`config.mk`:
```
export PLATFORM = sky130hd
export DESIGN_NAME = fetch_unit
export DESIGN_NICKNAME = d
export VERILOG_FILES = /design/src/rtl/fetch_unit.sv
export SDC_FILE = /design/constraint.sdc
export NUM_CORES = 1
export LEC_CHECK = 0
export ABC_AREA = 0
export BUFFER_PORTS_ARGS = -buffer_cell sky130_fd_sc_hd__buf_2
export CORE_MARGIN = 2
export CORE_UTILIZATION = 35
export CTS_BUF_LIST = sky130_fd_sc_hd__clkbuf_8 sky130_fd_sc_hd__clkbuf_16
export CTS_CLUSTER_DIAMETER = 200
export CTS_CLUSTER_SIZE = 12
export DETAILED_ROUTE_END_ITERATION = 8
export PLACE_DENSITY = 0.68
export SETUP_SLACK_MARGIN = 0.4
export SLEW_MARGIN = 20
export SYNTH_ARGS = -nofsm -noshare
export SYNTH_HDL_FRONTEND = slang
export SYNTH_SLANG_ARGS = --single-unit
```
`constraint.sdc`:
```
create_clock -name clk -period 3.9 [get_ports clk]
set_input_delay 0 -clock clk [delete_from_list [all_inputs] [get_ports clk]]
set_output_delay 0 -clock clk [all_outputs]
set_load 0.01 [all_outputs]
```
`src/rtl/fetch_unit.sv`:
```
// Instruction-fetch stage: owns the PC and issues single-outstanding imem reads.
// It presents a registered {pc, pc+4, instr, valid} bundle to IF/ID and squashes wrong-path fetches on redirect.
module fetch_unit #(
  parameter logic [31:0] RESET_PC  = 32'h0000_0000,
  parameter logic [31:0] NOP_INSTR = 32'h0000_0013
) (
  input  logic        clk,
  input  logic        reset,
  input  logic        if_id_write,
  input  logic        redirect_valid,
  input  logic [31:0] redirect_pc,
  output logic        imem_req_valid,
  input  logic        imem_req_ready,
  output logic [31:0] imem_addr,
  input  logic        imem_rsp_valid,
  input  logic [31:0] imem_rsp_data,
  output logic        if_valid,
  output logic [31:0] if_pc,
  output logic [31:0] if_pc_plus4,
  output logic [31:0] if_instr
);

  typedef enum logic [2:0] {
    S_IDLE,
    S_REQ,
    S_WAIT,
    S_DROP,
    S_HOLD
  } state_e;

  typedef struct packed {
    logic        valid;
    logic [31:0] pc;
    logic [31:0] pc_plus4;
    logic [31:0] instr;
  } ifid_t;

  localparam ifid_t IFID_EMPTY = '{valid: 1'b0, pc: 32'h0, pc_plus4: 32'h0, instr: NOP_INSTR};
  localparam logic [31:0] ALIGN_MASK = 32'hFFFF_FFFC;

  state_e      state_q, state_d;
  logic [31:0] pc_q, pc_d;
  ifid_t       out_q, out_d;

  logic [31:0] redir_pc;
  logic        req_fire;

  assign redir_pc = redirect_pc & ALIGN_MASK;
  assign req_fire = (state_q == S_REQ) && imem_req_ready;

  // State and datapath registers
  always_ff @(posedge clk or negedge reset) begin
    if (!reset) begin
      state_q <= S_IDLE;
      pc_q    <= RESET_PC & ALIGN_MASK;
      out_q   <= IFID_EMPTY;
    end else begin
      state_q <= state_d;
      pc_q    <= pc_d;
      out_q   <= out_d;
    end
  end

  // Next-state and datapath update; redirect outranks everything except in IDLE
  always_comb begin
    state_d = state_q;
    pc_d    = pc_q;
    out_d   = out_q;
    unique case (state_q)
      S_IDLE: state_d = S_REQ;
      S_REQ: begin
        if (redirect_valid) begin
          pc_d    = redir_pc;
          // An accepted request still owes a response that must be dropped
          state_d = req_fire ? S_DROP : S_REQ;
        end else if (req_fire) begin
          state_d = S_WAIT;
        end
      end
      S_WAIT: begin
        if (redirect_valid) begin
          pc_d    = redir_pc;
          state_d = imem_rsp_valid ? S_REQ : S_DROP;
        end else if (imem_rsp_valid) begin
          out_d.valid    = 1'b1;
          out_d.pc       = pc_q;
          out_d.pc_plus4 = pc_q + 32'd4;
          out_d.instr    = imem_rsp_data;
          pc_d           = pc_q + 32'd4;
          state_d        = S_HOLD;
        end
      end
      S_DROP: begin
        if (redirect_valid) begin
          pc_d = redir_pc;
        end else if (imem_rsp_valid) begin
          state_d = S_REQ;
        end
      end
      S_HOLD: begin
        if (redirect_valid) begin
          pc_d    = redir_pc;
          out_d   = IFID_EMPTY;
          state_d = S_REQ;
        end else if (if_id_write) begin
          out_d   = IFID_EMPTY;
          state_d = S_REQ;
        end
      end
      default: begin
        state_d = S_IDLE;
        out_d   = IFID_EMPTY;
      end
    endcase
  end

  always_comb begin
    imem_req_valid = (state_q == S_REQ);
    imem_addr      = pc_q & ALIGN_MASK;
    if_valid       = out_q.valid;
    if_pc          = out_q.pc;
    if_pc_plus4    = out_q.pc_plus4;
    if_instr       = out_q.instr;
  end

endmodule

```
### Word-level counts from Yosys, hierarchy flattened

Index checks and enable logic that the tools add are counted.

| storage, ports and cells | value |
|---|---|
| bits in latches | 0 |
| memory bits (writable) | 0 |
| memories kept | 0 |
| logic and storage cells | 48 |
| memory bits (read-only) | 0 |
| input port bits | 70 |
| register bits | 132 |
| output and inout bits | 130 |

| operators by class | value |
|---|---|
| magnitude comparators | 0 |
| bitwise gates (word level) | 1 |
| shifts and indexed selects | 0 |
| equality and inequality tests | 12 |
| multiply operators | 0 |
| div/mod/pow operators | 0 |
| mux-type cells | 20 |
| add/sub/neg operators | 1 |
| reduce and logical (&&, ||, !) cells | 8 |

Operator list:

| cell | number |
|---|---|
| two-way mux 97 bit | 4 |
| one-hot mux 97 bit (3 select lines) | 1 |
| two-way mux 32 bit | 3 |
| one-hot mux 32 bit (2 select lines) | 1 |
| adder 32 x 3 -> 32 bit (second input constant) | 1 |
| two-way mux 3 bit | 8 |
| one-hot mux 3 bit (5 select lines) | 1 |
| inequality test 2 bit (second input constant) | 4 |
| == test 3 x 2 -> 1 bit (second input constant) | 2 |
| inequality test 3 bit (second input constant) | 2 |
| OR reduction 3 bit | 2 |
| AND reduction 5 bit | 1 |
| two-way mux 2 bit | 2 |
| AND reduction 4 bit | 1 |
| == test 3 x 1 -> 1 bit (second input constant) | 1 |
| == test 3 bit (second input constant) | 1 |
| zero test 3 bit | 1 |
| inequality test 3 x 2 -> 1 bit (second input constant) | 1 |
| AND reduction 3 bit | 1 |
| inequality test 2 x 1 -> 1 bit (second input constant) | 1 |
| nonzero test 2 bit | 1 |
| logical AND 1 bit | 1 |
| inverter 1 bit | 1 |

### Logic depth before layout (Yosys ltp)

Gate-level depths: netlist of run 1.

| logic depth | value |
|---|---|
| depth in word-level cells | 5 |
| mapped depth | 9 |
| depth with buffers taken out | 6 |

### Worst setup path after synthesis of run 1

OpenSTA, ideal clock, no wires.

| timing | value |
|---|---|
| kind | flip-flop to flip-flop |
| start point | reg pc_q[2] |
| end point | reg pc_q[12] |
| required time | 3.779 ns |
| buffers on the path | 0 |
| data arrival time | 1.800 ns |
| setup slack | 1.979 ns |
| clock period less this slack | 1.921 ns |
| library setup time | 0.121 ns |
| cell stages (with the launch flop) | 7 |
| path through | dfrtp_1 ha_1 nand3_2 nor3_2 and3_1 a31oi_1 o22a_1 |

| on the way | value |
|---|---|
| word-level cells in the longest chain between the ends | 4 |

RTL lines:

| item | RTL line | RTL |
|---|---|---|
| start, declared | 42 | `logic [31:0] pc_q, pc_d;` |
| start signal, assigned | 55 | `pc_q <= RESET_PC & ALIGN_MASK;` |
| start signal, assigned | 59 | `pc_q <= pc_d;` |
| adder 32 x 3 -> 32 bit | 89 | `pc_d = pc_q + 32'd4;` |
| two-way mux 32 bit | 84 | `end else if (imem_rsp_valid) begin` |
| two-way mux 32 bit | 81 | `if (redirect_valid) begin` |
| one-hot mux 32 bit (2 select lines) | 69 | `unique case (state_q)` |

Every way passes these cells. The select of a mux whose other input is x is not followed.
A chain may end at the register's enable or synchronous reset.

### Worst setup path in the final report of run 1

| timing | value |
|---|---|
| start point | reg state_q[0] |
| end point | reg pc_q[18] |

| on the way | value |
|---|---|
| word-level cells in the longest chain between the ends | 4 |
| elaborated cells between the ends (all ways) | 10 |
| classes of those cells | eq/ne (6); mux (1); reduce/logical (3) |

RTL lines:

| item | RTL line | RTL |
|---|---|---|
| start, declared | 41 | `state_e state_q, state_d;` |
| start signal, assigned | 58 | `state_q <= state_d;` |
| == test 3 x 1 -> 1 bit, or another cell as far along | 69 |  |
| OR reduction 3 bit (no source line) | n/a |  |
| inequality test 2 x 1 -> 1 bit (no source line) or nonzero test 2 bit (tied branches) | n/a |  |
| AND reduction 3 bit (no source line) | n/a |  |

Several ways; a longest one is shown, not always the timed one.

==> flow_metrics.tcl, run 1 <==
set metrics [dict create \
    layout-drive-gt1-share_pct 28.3 \
    ys_dominant_reg_cell "dfrtp_1" \
    report.final.slew_viol_count 0 \
    yosysTopAreaCell "dfrtp_1" \
    critPathKind "reg -> reg" \
    insertion_delay_ns 0.42 \
    synth_edf_count 0 \
    fin_crit_sh_pct 64.5 \
    route.detailed.drc 0 \
    die_area_um2 18400 \
    grt_antenna_before_repair 0 \
    synth_common_cells "nand2_1 (159), dfrtp_1 (124), o21ai_0 (84)" \
    cts_root_buf "clkbuf_16" \
    reg2reg_slack_ns 1.38 \
    drt-total-wl_um 18000 \
    overflow 0 \
    seq_area_frac_synth_pct 52.5 \
    die_h_um 136 \
    cts_tree "built" \
    grt_pass1_wl_um 28300 \
    worstPathArrival_ns 2.81 \
    core_um2 17100 \
    fill_cells 1609 \
    clock_sinks 127 \
    grt_max_degree 102 \
    cts_buffer_depth 2 \
    io_buffers 195 \
    cts_resized 0 \
    viasPerCell 5.02 \
    globalplace.congestion 0.761 \
    cts-htree-levels 4 \
    initialDrtViolationCount 306 \
    synthArstFlopShare_pct 100 \
    cp-end-kind "flip-flop" \
    cp_max_fo 24 \
    power_leakage_nw 4.02 \
    r2r_start "state_q[0]" \
    start_util_pct 35.4 \
    timing.rr.end "pc_q[18]" \
    worstRegToRegCells 5 \
    pwr_density_cell_nw_per_um2 771 \
    clock_skew_ns 0.0106 \
    maxCapViolCount 0 \
    syn_area_um2 6060 \
    grt_pass1_vias 5243 \
    finalSetupViolations 0 \
    dp_hpwl_um 11600 \
    num_vias 5644 \
    layout.nets 958 \
    worst_pin_slew_ns 1.01 \
    pre_cts_ws_ns 1.44 \
    ant_nets 0 \
    placed_cell_area_um2 7170 \
    track_usage_pct 19.7 \
    post-route-cell-area_um2 8490 \
    n_antenna_cell 0 \
    ios 200 \
    finalWorstSetupSlack_ns 1.38 \
    critPathLaunchType "flip-flop" \
    fin_util_pct 49.6 \
    setup-tns-final_ns 0 \
    netlist.area_leader.share_pct 51.2 \
    post_cts_buffers 0 \
    die_x_um 136 \
    yosysWarnings 0 \
    status "completed" \
    max_freq_mhz 397 \
    yosysUniqueCellTypes 59 \
    required_ns 4.19 \
    syn_area_per_cell_um2 9.33 \
    syn_to_final_growth_pct 40.0 \
    cts-hold-fix-buffers 69 \
    cts_buffers 17 \
    yosysMostFrequentCell "nand2_1" \
    period_minus_slack_ns 2.52 \
    rsz0062_at_grt "no" \
    num_rows 48 \
    post_drt_wl_per_cell_um 16.0 \
    clk_pin_slew_ns 0.05 \
    syn_inst 650 \
    dr.pass1.iters 5 \
    ys_ff_latch 127 \
    vdd_drop_max_mv 0.412 \
    hp-class "in -> async" \
    hold_ws_ns 0.286 \
    slew-limit-headroom_pct 32.7 \
    finalHoldViolCount 0 \
    ys_top_cells_by_area "dfrtp_1 (51%), nand2_1 (9.8%), o21ai_0 (6.9%)" \
]
through the flow:
step	instances	power [W]
global placement	1024	0.00479
CTS	1125	0.00660
floorplan	651	0.00383
finish	1125	0.00655
global route	1125	0.00701
detailed placement	1024	0.00484
report_power, final:
group / total [W] / leakage [nW] / internal, W / switching, W
sequential: 0.00252 / 1.65 / 0.00189 / 0.000622
combinational: 0.00238 / 2.04 / 0.00102 / 0.00135
clock: 0.00166 / 0.322 / 0.00110 / 0.000560
total: 0.00655 / 4.02 / 0.00401 / 0.00253
kinds of logic (layout without fill, tap and decap cells):
logic type	count (synthesis)	count (layout)	share of synthesized area, %
compound gates	188	188	19.1
buf+inv	63	312	4.68
flops	127	127	52.5
fa+ha+maj	1	1	0.206
xor+xnor	27	27	3.90
other cells	1	2	0.0618
simple gates	243	243	19.6
metal layers:
layer  global-route usage [%]  vias up  part of all wire (%)
li1                         -     2727                     -
met1                     27.5     2682                    46
met2                     29.8      211                    45
met3                     5.61       24                   7.3
met4                     6.02        0                   1.8
met5                        0        -                     0
worst max-delay path, cell delays in order, from the launching register on:
cell and delay (ns):
dfrtp_1 0.54, o21ba_2 0.29, o21ai_2 0.31, o21a_1 0.86, a21oi_1 0.07, o2bb2a_1 0.33
flip-flops by register name, indices dropped and copies added (netlist names):
| signal | flops |
|---|---|
| pc_q | 30 |
| state_q | 3 |
| if_valid | 1 |
| if_instr | 32 |
| if_pc_plus4 | 30 |
| if_pc | 31 |
layout by cell type, fill, tap and decap left out, types with 12 or more instances in the layout:
cell type,synthesis,layout
buf_2,21,194
nor2_1,17,17
a2bb2oi_1,12,12
a21oi_1,27,27
dlygate4sd3_1,0,69
xor2_1,16,16
nand3_1,19,19
dfrtp_1,124,124
o21ai_0,84,84
o22ai_1,14,14
nand2_1,159,159
clkbuf_16,0,17
inv_1,7,12
how the worst max path moves through the flow:
| stage | start | endpoint | slack, ns | depth (start not counted) |
|---|---|---|---|---|
| 4_1_cts | state_q[0] | pc_q[16] | 1.43 | 5 |
| 6_report | state_q[0] | pc_q[18] | 1.38 | 5 |
| 3_3_place_gp | state_q[0] | pc_q[16] | 1.45 | 5 |
| 5_1_grt | state_q[2] | pc_q[18] | 1.22 | 5 |
| 2_1_floorplan | pc_q[2] | pc_q[12] | 1.98 | 6 |
| 3_5_place_dp | state_q[0] | pc_q[16] | 1.44 | 5 |
area by class of cell:
| cell class | instances | area [um^2] | share of cell area (%) |
|---|---|---|---|
| Timing Repair Buffer | 273 | 1750 | 20.7 |
| Clock inverter | 9 | 116 | 1.37 |
| Clock buffer | 23 | 508 | 5.99 |
| Sequential cell | 127 | 3180 | 37.5 |
| Multi-Input combinational cell | 461 | 2620 | 30.9 |
| Tap cell | 225 | 282 | 3.32 |
| Inverter | 7 | 26.3 | 0.310 |
No activity file was read; power rests on OpenSTA's default activity.
==> run 2: changes to the inputs <==
--- a/config.mk
+++ b/config.mk
@@ -5,7 +5,7 @@
 export SDC_FILE = /design/constraint.sdc
 export NUM_CORES = 1
 export LEC_CHECK = 0
-export ABC_AREA = 0
+export ABC_AREA = 1
 export BUFFER_PORTS_ARGS = -buffer_cell sky130_fd_sc_hd__buf_2
 export CORE_MARGIN = 2
 export CORE_UTILIZATION = 35
@@ -13,7 +13,7 @@
 export CTS_CLUSTER_DIAMETER = 200
 export CTS_CLUSTER_SIZE = 12
 export DETAILED_ROUTE_END_ITERATION = 8
-export PLACE_DENSITY = 0.68
+export PLACE_DENSITY = 0.7
 export SETUP_SLACK_MARGIN = 0.4
 export SLEW_MARGIN = 20
 export SYNTH_ARGS = -nofsm -noshare
==> constraint.sdc (replaced) <==
create_clock -name clk -period 2.17 [get_ports clk]
set_input_delay 0 -clock clk [delete_from_list [all_inputs] [get_ports clk]]
set_output_delay 0 -clock clk [all_outputs]
set_load 0.01 [all_outputs]
==> run 2 against run 1 <==
Net effect: critical path depth grew 1; final cell count grew 22%; non-clock buffer count up 13; power grew 82%; largest cell class unchanged; sequential share of layout area down 1.7 points.
==> flow_metrics.tcl, run 2 <==
set metrics [dict create \
    track_usage_pct 21.0 \
    ys_ff_latch 127 \
    layout.nets 1208 \
    n_antenna_cell 0 \
    syn_to_final_growth_pct 42.0 \
    yosysMostFrequentCell "nand2_1" \
    die_area_um2 19000 \
    synth_common_cells "nand2_1 (433), dfrtp_1 (124), nor2_1 (68)" \
    dr.pass1.iters 6 \
    syn_area_um2 6280 \
    clock_sinks 127 \
    fin_util_pct 51.2 \
    ys_top_cells_by_area "dfrtp_1 (49%), nand2_1 (26%), nand3_1 (4.1%)" \
    io_buffers 195 \
    finalSetupViolations 0 \
    die_x_um 138 \
    cts_root_buf "clkbuf_16" \
    start_util_pct 36.1 \
    globalplace.congestion 0.899 \
    hp-class "in -> reg" \
    grt_pass1_vias 5936 \
    insertion_delay_ns 0.42 \
    overflow 0 \
    synth_edf_count 0 \
    die_h_um 138 \
    syn_area_per_cell_um2 7.24 \
    setup-tns-final_ns 0 \
    clk_pin_slew_ns 0.05 \
    ant_nets 0 \
    core_um2 17400 \
    seq_area_frac_synth_pct 50.7 \
    required_ns 2.51 \
    power_leakage_nw 5.07 \
    viasPerCell 4.61 \
    drt-total-wl_um 20300 \
    status "completed" \
    cp_max_fo 6 \
    cp-end-kind "flip-flop" \
    ios 200 \
    maxCapViolCount 0 \
    cts_tree "built" \
    pwr_density_cell_nw_per_um2 1340 \
    initialDrtViolationCount 347 \
    period_minus_slack_ns 1.65 \
    netlist.area_leader.share_pct 49.4 \
    max_freq_mhz 608 \
    largest_reg_flops 32 \
    synthArstFlopShare_pct 100 \
    grt_antenna_before_repair 0 \
    cts-htree-levels 4 \
    route.detailed.drc 0 \
    layout_common_cells "nand2_1 (431), buf_2 (194), dfrtp_1 (118)" \
    num_vias 6334 \
    grt_max_degree 72 \
    yosysWarnings 0 \
    yosysTopAreaCell "dfrtp_1" \
    fin_crit_sh_pct 75.8 \
    syn_inst 867 \
    grt_pass1_wl_um 30200 \
    num_rows 48 \
    dp_hpwl_um 13900 \
    worstPathArrival_ns 1.98 \
    post_drt_wl_per_cell_um 14.8 \
    report.final.slew_viol_count 0 \
    clock_skew_ns 0.00774 \
    finalHoldViolCount 0 \
    vdd_drop_max_mv 0.613 \
    hold_ws_ns 0.0536 \
    rsz0062_at_grt "no" \
    critPathLaunchType "flip-flop" \
    layout-drive-gt1-share_pct 25.2 \
    final_common_cell "nand2_1" \
    yosysUniqueCellTypes 28 \
    cts_buffer_depth 2 \
    cts_buffers 17 \
    ys_dominant_reg_cell "dfrtp_1" \
    critPathKind "reg -> reg" \
]
==> run 2: cell count changes after synthesis, moves of 30 or more <==
| cell | previous run | this run |
|---|---|---|
| o21ai_1 | 1 | 31 |
| inv_1 | 7 | 67 |
| nand3_1 | 19 | 52 |
| nor2_1 | 17 | 68 |
| o21ai_0 | 84 | 16 |
| nand2_1 | 159 | 433 |
==> run 2: stage by stage <==
step | total power [W] | instances | worst slack, ns | instance area [um^2]
floorplan | 0.00690 | 868 | 0.599 | 6280
global placement | 0.00885 | 1270 | 0.478 | 7520
detailed placement | 0.00893 | 1270 | 0.443 | 7520
CTS | 0.0119 | 1369 | 0.428 | 8780
global route | 0.0128 | 1375 | 0.393 | 8920
finish | 0.0119 | 1375 | 0.524 | 8920
==> run 2: worst paths after layout <==
check | start | to | slack [ns] | cells after the start
max | state_q[0] | state_q[1] | 0.52 | 6
min | imem_rsp_valid | state_q[1] | 0.05 | 5
max in group asynchronous | reset | pc_q[30] | 1.43 | 3
min in group asynchronous | reset | if_pc_plus4[15] | 0.07 | 2
min reg2reg | if_instr[14] | if_instr[14] | 0.47 | 2
max reg2reg | state_q[0] | state_q[1] | 0.52 | 6
==> run 2: power breakdown <==
group	internal, W	switching (W)	total, W
combinational	0.00185	0.00298	0.00483
clock	0.00177	0.00106	0.00283
sequential	0.00342	0.000850	0.00427
==> run 2: cells by family after synthesis <==
| logic type | Yosys count | share of synthesized area (%) |
|---|---|---|
| and+or+nand+nor | 572 | 36.3 |
| DFF | 127 | 50.7 |
| buffers and inverters | 108 | 7.69 |
| AOI/OAI and AO/OA | 51 | 4.12 |
| xor gates and xnor gates | 7 | 0.976 |
| adders and majority gates | 1 | 0.199 |
| other | 1 | 0.0597 |
==> run 2: final cells by class <==
cell class,count,area [um^2]
clock inverters,12,120
inverters,72,275
repair buffers,286,1920
well taps,225,282
clock buffers,20,467
fillers,1657,8500
flip-flops and latches,127,3190
multi-input cells,633,2670
==> run 2: worst max-delay path, stage by stage (launching register included) <==
cell and delay (ns):
dfrtp_2 0.44, nor2_4 0.14, nand2_4 0.10, nor2_4 0.12
a21oi_1 0.07, dlygate4sd3_1 0.57, o21bai_1 0.13
==> run 2: repair_timing <==
| action | CTS | global route |
|---|---|---|
| resized for setup | 0 | 26 |
| hold buffers | 67 | 0 |
| hold endpoints to repair | 188 | 0 |
| buffers inserted | 0 | 4 |
| endpoints found under the setup margin | 0 | 80 |
==> run 2: layer usage <==
| layer | wire [um] | GRT usage, % |
|---|---|---|
| met4 | 353 | 8.05 |
| met2 | 9220 | 33.4 |
| met3 | 1880 | 5.96 |
| met1 | 8870 | 27.1 |
| met5 | 0 | 0 |
==> run 3: changes to the inputs <==
--- a/config.mk
+++ b/config.mk
@@ -13,7 +13,7 @@
 export CTS_CLUSTER_DIAMETER = 200
 export CTS_CLUSTER_SIZE = 12
 export DETAILED_ROUTE_END_ITERATION = 8
-export PLACE_DENSITY = 0.7
+export PLACE_DENSITY = 0.67
 export SETUP_SLACK_MARGIN = 0.4
 export SLEW_MARGIN = 20
 export SYNTH_ARGS = -nofsm -noshare
==> constraint.sdc (replaced) <==
create_clock -name clk -period 1.67 [get_ports clk]
set_input_delay 0 -clock clk [delete_from_list [all_inputs] [get_ports clk]]
set_output_delay 0 -clock clk [all_outputs]
set_load 0.01 [all_outputs]
==> run 3 against run 2 <==
Net effect: non-clock buffer count up 50; largest cell class is now multi-input gates; final cell count is 3.6% higher; sequential power increased by 32%; critical path type unchanged; routed wire length is 21% higher; clock skew hardly changed; combinational power increased by 83%; via count up 9.8%; power increased by 56%; design area increased by 18%; global-route usage is 1.7 points higher; first-iteration DRC count increased by 37%; flip-flop and latch count unchanged.
==> flow_metrics.tcl, run 3 (synthesis gave the netlist of run 2 again) <==
set metrics [dict create \
    multi_input_area_um2 3360 \
    power_leakage_nw 5.76 \
    rsz0062_at_grt "yes" \
    drt-total-wl_um 24700 \
    grt_pass1_vias 6532 \
    cp-end-kind "flip-flop" \
    die_area_um2 19000 \
    status "completed" \
    period_minus_slack_ns 1.60 \
    fill_cells 1488 \
    cp_max_fo 17 \
    cts_tree "built" \
    min_from "redirect_valid" \
    clk_pin_slew_ns 0.06 \
    start_util_pct 36.1 \
    dp_hpwl_um 14400 \
    worstPathArrival_ns 1.91 \
    final_common_cell "nand2_1" \
    layout_common_cells "nand2_1 (366), buf_2 (193), dfrtp_1 (105)" \
    fin_crit_sh_pct 96.0 \
    vdd_drop_max_mv 0.951 \
    layout.nets 1258 \
    viasPerCell 4.88 \
    slowest_stage "dfrtp_1" \
    track_usage_pct 22.7 \
    setup-tns-final_ns 0 \
    pwr_density_cell_nw_per_um2 1770 \
    dr.pass1.iters 6 \
    initialDrtViolationCount 475 \
    grt_antenna_before_repair 0 \
    max_freq_mhz 624 \
    ant_nets 0 \
    required_ns 1.98 \
    cts_buffer_depth 2 \
    overflow 0 \
    cts-htree-levels 4 \
    insertion_delay_ns 0.43 \
    cp-startpoint "state_q[2]" \
    ios 200 \
    finalWorstSetupSlack_ns 0.0669 \
    grt_max_degree 60 \
    finalHoldViolCount 0 \
    critPathKind "reg -> reg" \
    regArea_um2 3210 \
    num_rows 48 \
    grt_pass1_wl_um 32700 \
    route.detailed.drc 0 \
    cpPeakStageDelay_ns 0.43 \
    cts_root_buf "clkbuf_16" \
    layout-drive-gt1-share_pct 41.8 \
    clock_sinks 127 \
    clock_skew_ns 0.00788 \
    critPathLaunchType "flip-flop" \
    die_h_um 138 \
    core_um2 17400 \
    pre_cts_ws_ns 0.102 \
    r2r_start "state_q[2]" \
    cts_buffers 17 \
    post_drt_wl_per_cell_um 17.3 \
    worstPathCellList "inv_2 -> nand2_4 -> nor2_4 -> inv_2 -> nand3_4 -> nor2_4 -> buf_12 -> clkbuf_16 -> nand2_1 -> nand2_1" \
    globalplace.congestion 0.933 \
    finalSetupViolations 0 \
    slew-limit-headroom_pct 57.7 \
    report.final.slew_viol_count 0 \
    hp-class "in -> reg" \
    maxCapViolCount 0 \
    io_buffers 195 \
    syn_to_final_growth_pct 67.3 \
    largest_reg_flops 32 \
    worst_pin_slew_ns 0.634 \
    n_antenna_cell 0 \
    num_vias 6953 \
    die_x_um 138 \
]
-- run 3: cell count changes in the layout (fill, tap and decap cells not counted), moves of 10 or more --
| cell | delta |
|---|---|
| o21ai_2 | +31 |
| nand2_2 | +44 |
| nand3_1 | -11 |
| dfrtp_1 | -13 |
| nor2_1 | -31 |
| nor2_4 | +15 |
| clkbuf_16 | +10 |
| nand2_1 | -65 |
| nand2_4 | +20 |
| buf_4 | +18 |
| dfrtp_2 | +13 |
| o21ai_1 | -24 |
| nor2_2 | +16 |
-- run 3: where the power goes --
group	switching [W]	internal, W
clock	0.00138	0.00270
sequential	0.00115	0.00448
combinational	0.00506	0.00378
-- run 3: final cells by class --
cell class	instances	area share, %
Inverter	72	2.72
Sequential cell	127	30.5
Multi-Input combinational cell	633	32.0
Clock inverter	13	1.85
Tap cell	225	2.68
Timing Repair Buffer	336	26.0
Clock buffer	19	4.31
-- run 3: layer usage --
layer | track usage (%) | routed length, um
met5 | 0 | 0
met4 | 9.52 | 580
met3 | 6.03 | 2010
met2 | 37.6 | 11900
met1 | 28.0 | 10200
-- run 3: what timing repair did --
item / in CTS / in global routing
endpoints found under the hold margin: 120 / 0
endpoints found under the setup margin: 126 / 128
pin swaps: 4 / 30
gates resized for setup: 34 / 210
setup buffers: 15 / 13
gates cloned: 4 / 12
hold buffers: 66 / 0
-- run 3: critical path: cells and delay by family, from the launching register on --
family        cells  cell delay [ns]
flops             1             0.43
buf+inv           4             0.56
simple gates      6             0.49
-- run 3: per-stage QoR --
step                      std cells  cell area [um^2]  util, %  power [W]  hold WS (ns)
after floorplan                 868              6430        -    0.00924        -0.296
after global placement         1283              7760     44.6     0.0119        0.0306
after detailed placement       1283              7760     44.6     0.0120        0.0329
after CTS                      1400              9410     54.0     0.0169        0.0348
after global routing           1425             10500     60.3     0.0197         0.104
final                          1425             10500     60.3     0.0186        0.0420
-- run 3: path summary, 6_finish.rpt --
kind                       cells after the start  slack [ns]            to
min reg2reg                                    2        0.47  if_instr[16]
max reg2reg                                   10        0.07  if_instr[11]
min in group asynchronous                      2        0.11  if_instr[15]
max in group asynchronous                      3        0.94       pc_q[6]
max                                           10        0.07  if_instr[11]
min                                            4        0.04    state_q[1]
